--- src/rtl/bounce_sprite_engine.sv ---
// Multi-ball bouncing sprite engine: per-frame position update FSM plus 2-stage pixel renderer.
// Optional shadow ring around each ball is enabled by defining BOUNCE_SHADOW_EN.
module bounce_sprite_engine #(
    parameter int unsigned NUM_BALLS = 4,
    parameter int unsigned BALL_R    = 20,
    parameter int unsigned SPEED     = 2,
    parameter int unsigned SHADOW_W  = 4,
    parameter int unsigned H_RES     = 640,
    parameter int unsigned V_RES     = 480,
    parameter logic [6*NUM_BALLS-1:0] BALL_COLORS = (6*NUM_BALLS)'(24'b110011_001111_111100_111000),
    parameter logic [5:0] SHADOW_COLOR = 6'b010101,
    parameter logic [5:0] BG_COLOR     = 6'b000010
) (
    input  logic       clk,
    input  logic       reset,
    input  logic [9:0] hpos,
    input  logic [9:0] vpos,
    input  logic       display_on,
    input  logic       frame_start,
    input  logic       pause,
    output logic [5:0] rgb_out,
    output logic       pix_valid,
    output logic       hit,
    output logic       busy
);

    localparam int unsigned IDX_W = (NUM_BALLS > 1) ? $clog2(NUM_BALLS) : 1;
    localparam logic [9:0]  X_MAX  = 10'(H_RES - 1 - BALL_R);
    localparam logic [9:0]  Y_MAX  = 10'(V_RES - 1 - BALL_R);
    localparam logic [10:0] LO_LIM = 11'(BALL_R + SPEED);
    localparam logic [20:0] R_SQ   = 21'(BALL_R * BALL_R);

    typedef enum logic [1:0] {S_IDLE, S_UPDATE, S_DONE} state_t;

    // Returns {dir_neg, pos}; dir_neg=1 means moving left/up.
    function automatic logic [10:0] axis_next(input logic [9:0] pos, input logic neg,
                                              input logic [9:0] hi);
        logic [10:0] w_sum;
        w_sum = {1'b0, pos} + 11'(SPEED);
        if (!neg) begin
            if (w_sum >= {1'b0, hi}) axis_next = {1'b1, hi};
            else                     axis_next = {1'b0, w_sum[9:0]};
        end else if ({1'b0, pos} <= LO_LIM) begin
            axis_next = {1'b0, 10'(BALL_R)};
        end else begin
            axis_next = {1'b1, pos - 10'(SPEED)};
        end
    endfunction

    state_t           r_state, w_state_nxt;
    logic [IDX_W-1:0] r_idx, w_idx_nxt;

    logic [9:0] r_x    [NUM_BALLS];
    logic [9:0] r_y    [NUM_BALLS];
    logic       r_xdir [NUM_BALLS];
    logic       r_ydir [NUM_BALLS];

    always_ff @(posedge clk or posedge reset) begin
        if (reset) begin
            r_state <= S_IDLE;
            r_idx   <= '0;
            busy    <= 1'b0;
        end else begin
            r_state <= w_state_nxt;
            r_idx   <= w_idx_nxt;
            busy    <= (w_state_nxt != S_IDLE);
        end
    end

    // Update sequencer: one ball per cycle, frame_start ignored unless idle.
    always_comb begin
        w_state_nxt = r_state;
        w_idx_nxt   = r_idx;
        case (r_state)
            S_IDLE: begin
                if (frame_start && !pause) begin
                    w_state_nxt = S_UPDATE;
                    w_idx_nxt   = '0;
                end
            end
            S_UPDATE: begin
                if (r_idx == IDX_W'(NUM_BALLS - 1)) w_state_nxt = S_DONE;
                else                                w_idx_nxt   = r_idx + IDX_W'(1);
            end
            S_DONE:  w_state_nxt = S_IDLE;
            default: w_state_nxt = S_IDLE;
        endcase
    end

    always_ff @(posedge clk or posedge reset) begin
        if (reset) begin
            for (int i = 0; i < int'(NUM_BALLS); i++) begin
                r_x[i]    <= 10'(160 + 64 * i);
                r_y[i]    <= 10'(120 + 32 * i);
                r_xdir[i] <= i[0];
                r_ydir[i] <= 1'b0;
            end
        end else if (r_state == S_UPDATE) begin
            for (int i = 0; i < int'(NUM_BALLS); i++) begin
                if (r_idx == IDX_W'(i)) begin
                    {r_xdir[i], r_x[i]} <= axis_next(r_x[i], r_xdir[i], X_MAX);
                    {r_ydir[i], r_y[i]} <= axis_next(r_y[i], r_ydir[i], Y_MAX);
                end
            end
        end
    end

    logic signed [10:0] w_ddx [NUM_BALLS];
    logic signed [10:0] w_ddy [NUM_BALLS];
    logic        [9:0]  w_adx [NUM_BALLS];
    logic        [9:0]  w_ady [NUM_BALLS];
    logic        [9:0]  r_adx [NUM_BALLS];
    logic        [9:0]  r_ady [NUM_BALLS];
    logic               r_de1;

    always_comb begin
        for (int i = 0; i < int'(NUM_BALLS); i++) begin
            w_ddx[i] = $signed({1'b0, hpos}) - $signed({1'b0, r_x[i]});
            w_ddy[i] = $signed({1'b0, vpos}) - $signed({1'b0, r_y[i]});
            w_adx[i] = w_ddx[i][10] ? 10'(-w_ddx[i]) : w_ddx[i][9:0];
            w_ady[i] = w_ddy[i][10] ? 10'(-w_ddy[i]) : w_ddy[i][9:0];
        end
    end

    // Stage 1: absolute per-axis distances, sampled against live positions.
    always_ff @(posedge clk or posedge reset) begin
        if (reset) begin
            for (int i = 0; i < int'(NUM_BALLS); i++) begin
                r_adx[i] <= '0;
                r_ady[i] <= '0;
            end
            r_de1 <= 1'b0;
        end else begin
            for (int i = 0; i < int'(NUM_BALLS); i++) begin
                r_adx[i] <= w_adx[i];
                r_ady[i] <= w_ady[i];
            end
            r_de1 <= display_on;
        end
    end

    logic [20:0]          w_d2 [NUM_BALLS];
    logic [NUM_BALLS-1:0] w_in_ball;
`ifdef BOUNCE_SHADOW_EN
    localparam logic [20:0] RS_SQ = 21'((BALL_R + SHADOW_W) * (BALL_R + SHADOW_W));
    logic [NUM_BALLS-1:0] w_in_shadow;
`else
    logic w_unused_shadow;
    assign w_unused_shadow = ^{SHADOW_COLOR, 32'(SHADOW_W)};
`endif

    always_comb begin
        for (int i = 0; i < int'(NUM_BALLS); i++) begin
            w_d2[i]      = 21'(r_adx[i]) * 21'(r_adx[i]) + 21'(r_ady[i]) * 21'(r_ady[i]);
            w_in_ball[i] = (w_d2[i] <= R_SQ);
`ifdef BOUNCE_SHADOW_EN
            w_in_shadow[i] = (w_d2[i] <= RS_SQ);
`endif
        end
    end

    logic [5:0] w_rgb;
    logic       w_hit;

    // Priority select: lowest-index ball, then shadow, then background.
    always_comb begin
        w_rgb = BG_COLOR;
        w_hit = 1'b0;
`ifdef BOUNCE_SHADOW_EN
        if (|w_in_shadow) begin
            w_rgb = SHADOW_COLOR;
            w_hit = 1'b1;
        end
`endif
        for (int i = int'(NUM_BALLS) - 1; i >= 0; i--) begin
            if (w_in_ball[i]) begin
                w_rgb = BALL_COLORS[6*i +: 6];
                w_hit = 1'b1;
            end
        end
        if (!r_de1) begin
            w_rgb = '0;
            w_hit = 1'b0;
        end
    end

    always_ff @(posedge clk or posedge reset) begin
        if (reset) begin
            rgb_out   <= '0;
            hit       <= 1'b0;
            pix_valid <= 1'b0;
        end else begin
            rgb_out   <= w_rgb;
            hit       <= w_hit;
            pix_valid <= r_de1;
        end
    end

endmodule
--- config.mk ---
export PLATFORM = sky130hd
export DESIGN_NAME = bounce_sprite_engine
export DESIGN_NICKNAME = d
export VERILOG_FILES = /design/src/rtl/bounce_sprite_engine.sv
export SDC_FILE = /design/constraint.sdc
export NUM_CORES = 2
export LEC_CHECK = 0
export ABC_AREA = 1
export ABC_CLOCK_PERIOD_IN_PS = 15900
export CORE_MARGIN = 10
export CORE_UTILIZATION = 33
export DETAILED_ROUTE_END_ITERATION = 16
export HOLD_SLACK_MARGIN = 0.02
export SLEW_MARGIN = 20
export SYNTH_ARGS = -nofsm -noshare
export SYNTH_HDL_FRONTEND = slang
export SYNTH_SLANG_ARGS = --single-unit
--- constraint.sdc ---
create_clock -name clk -period 15.9 [get_ports clk]
set_clock_uncertainty 0.1 [all_clocks]
set_input_delay 1.59 -clock clk [delete_from_list [all_inputs] [get_ports clk]]
set_output_delay 1.59 -clock clk [all_outputs]
set_load 0.01 [all_outputs]
==> results.md <==
* Outcome: complete, no violations
* Synth Area per Inst at about 7.4 sq um
* Pin count of the biggest net entering global routing at roughly 110
* Hold crit path type: register to register
* Port Buffers at 33
* Total GRT Usage at around 14%
* Tightest Pin Transition at about 0.94 ns
* CP max-delay cell: dfrtp_1
* First-pass GRT wire length at between 150 and 200 mm
* Clock Root Buffer: clkbuf_16
* CTS Hold Bufs at 0
* Wire per inst at 13.47 microns
* Longest Clk Path Bufs at 2
* Period minus WS final at 7.100 ns
* Required @ worst endpoint at between 15 and 20 ns
* H-tree Lvls at 4
* DPL Wire Length at slightly below 80 mm
* Pins Over Slew Limit at 0
* Final wirelength at about 90 mm
* Critical path's top delay family: adder cells
* Initial Utilization at between 30% and 40%
* Final Setup Violations at 0
* Seq cells post-synth at roughly 180
* Worst skew pair latency at roughly 0.5 ns
* Slew HR at a little under two fifths
* Commonest non-fill, non-tap cells in the layout: inv_1 (1398), nand2_1 (1242), fa_1 (529)
* Max-cap viol count at 0
* Die width at 364.4 microns
* Fmax at 140.8 MHz
* Register area share after synthesis at 11.66%
* Number of global-route vias before repair at 32420
* Num rows at between 100 and 150
* Worst setup SP type: register
* First-pass detailed-route iteration total at 5
* DRT antenna net count at 0
* GP Congestion at between 0.8 and 0.9
* Clock sinks at 181
* Die H at about 360 microns
* I/O pins at 34
* Synth-to-layout area growth at 6.121%
* Setup TNS at 0 ns
* Core Area at about 120000 sq um
* Unrepaired setup endpoints after global routing: false
* # nets final at a little over 6000
* Drt drc at 0
* CP max FO at 11
* Worst Setup End Kind: register
* Die area at 132800 sq um
* Mapped cell area at 39150 sq um
* CTS tree: done
* WP buf/inv at 6
* Share of cells above drive strength 1 at ~2%
* Vias/cell at between 4 and 5
* Cells after Synth at roughly 5300
* Distinct cells, synth at 58
* Total gr overflow at 0
* CP max stage delay at 0.62 ns
* Tcrit/Tclk final at ~45%
* Top cell by count, worst path: nand2_1
* Count of flip-flops with a built-in enable after synthesis at 0
* Total CTS buffers at 17
* WS Path Type: register to register
* Ant diodes at 0
* Cts repair resizes at 0
* Commonest register cell after synthesis: dfrtp_1
* Initial DRC Count at around 1700
* Worst EP arrival at roughly 7.4 ns
* Final Hold Viols at 0
* Share of flip-flops with an asynchronous set or reset at 100.0%
* Syn Nets at approximately 6300
* Initial antenna violation count at 0
* Most common cell after layout, fill and taps aside: inv_1
* Setup bufs post-CTS at 0
* Yosys warns at 0
* Clock transition at path regs at 0.08 ns
* R2R Setup Slk at approximately 8.8 ns
* Total number of vias at about 31000
cell families after synthesis:
| kind of cell | share of synthesized area (%) |
|---|---|
| and+or+nand+nor | 20.84 |
| AOI/OAI and AO/OA | 6.306 |
| buffers and inverters | 14.86 |
| adders and majority gates | 41.40 |
| xor gates and xnor gates | 4.944 |
| DFF | 11.66 |
routing by layer:
layer | global-route usage (%) | vias to the layer above | part of all wire (%)
met5 | 0 | - | 0
met4 | 3.701 | 0 | 2.3
met3 | 1.508 | 101 | 3.6
met2 | 24.63 | 553 | 47
met1 | 18.76 | 14900 | 47
li1 | - | 15790 | -
state kept, by name, summed over array words and instances, names as in the netlist:
signal and flops:
busy 1, hit 1, pix_valid 1, r_adx 40, r_ady 40, r_de1 1, r_idx 2, r_state 2
r_x 40, r_xdir 4, r_y 40, r_ydir 4, rgb_out 5
final timing paths:
path | cells past startpoint | end | start
worst min-delay path | 2 | r_x[29]$_DFFE_PP0P_ | r_x[29]$_DFFE_PP0P_
max in group asynchronous | 3 | r_ady[13]$_DFF_PP0_ | reset
worst max-delay path | 27 | rgb_out[1]$_DFF_PP0_ | r_adx[26]$_DFF_PP0_
worst min register to register | 2 | r_x[29]$_DFFE_PP0P_ | r_x[29]$_DFFE_PP0P_
worst max register to register | 27 | rgb_out[1]$_DFF_PP0_ | r_adx[26]$_DFF_PP0_
min in group asynchronous | 2 | pix_valid$_DFF_PP0_ | reset
per-stage QoR:
step	worst slack, ns	util [%]	cells	instance area (sq um)	hold slack, ns
detailed placement	8.738	34.69	6748	40910	0.4031
CTS	8.695	35.23	6780	41540	0.4167
global placement	8.728	34.69	6748	40910	0.4073
global route	8.332	35.23	6780	41540	0.4463
floorplan	9.339	-	5302	39150	0.3130
finish	8.800	35.23	6780	41540	0.4168
layout make-up:
| type | instances | area (sq um) |
|---|---|---|
| flip-flops and latches | 181 | 4563 |
| repair buffers | 37 | 360.3 |
| clock buffers | 17 | 425.4 |
| multi-input cells | 3585 | 28770 |
| fillers | 12450 | 76380 |
| inverters | 1409 | 5298 |
| well taps | 1536 | 1922 |
| clock inverters | 15 | 206.4 |
cells in the mapped netlist, drive strengths merged, types with 3 or more instances:
cell / instances / area share, %
a21o: 12 / 0.23
a21oi: 184 / 2.4
a22oi: 26 / 0.51
a31oi: 8 / 0.13
a32oi: 3 / 0.067
and2: 6 / 0.10
buf: 25 / 0.36
clkbuf: 102 / 0.98
clkinv: 10 / 0.099
dfrtp: 154 / 9.8
dfstp: 27 / 1.8
fa: 529 / 27
ha: 449 / 14
inv: 1399 / 13
nand2: 1250 / 12
nand3: 226 / 2.9
nand3b: 36 / 0.69
nand4: 56 / 0.95
nor2: 283 / 2.8
nor3: 71 / 0.92
nor4: 5 / 0.080
o211ai: 14 / 0.27
o21a: 10 / 0.19
o21ai: 123 / 1.6
o21bai: 10 / 0.20
o22ai: 19 / 0.30
o311ai: 4 / 0.090
o31ai: 9 / 0.19
or2: 18 / 0.29
xnor2: 49 / 1.1
xor2: 172 / 3.8
worst min-delay path, cell delays in order (launching register included):
cell	delay, ns
dfrtp_1	0.37
nand2_1	0.05
o21ai_0	0.06
Power is not shown: default switching activity piles up to over one toggle a cycle in this logic, so the estimate is an artifact.
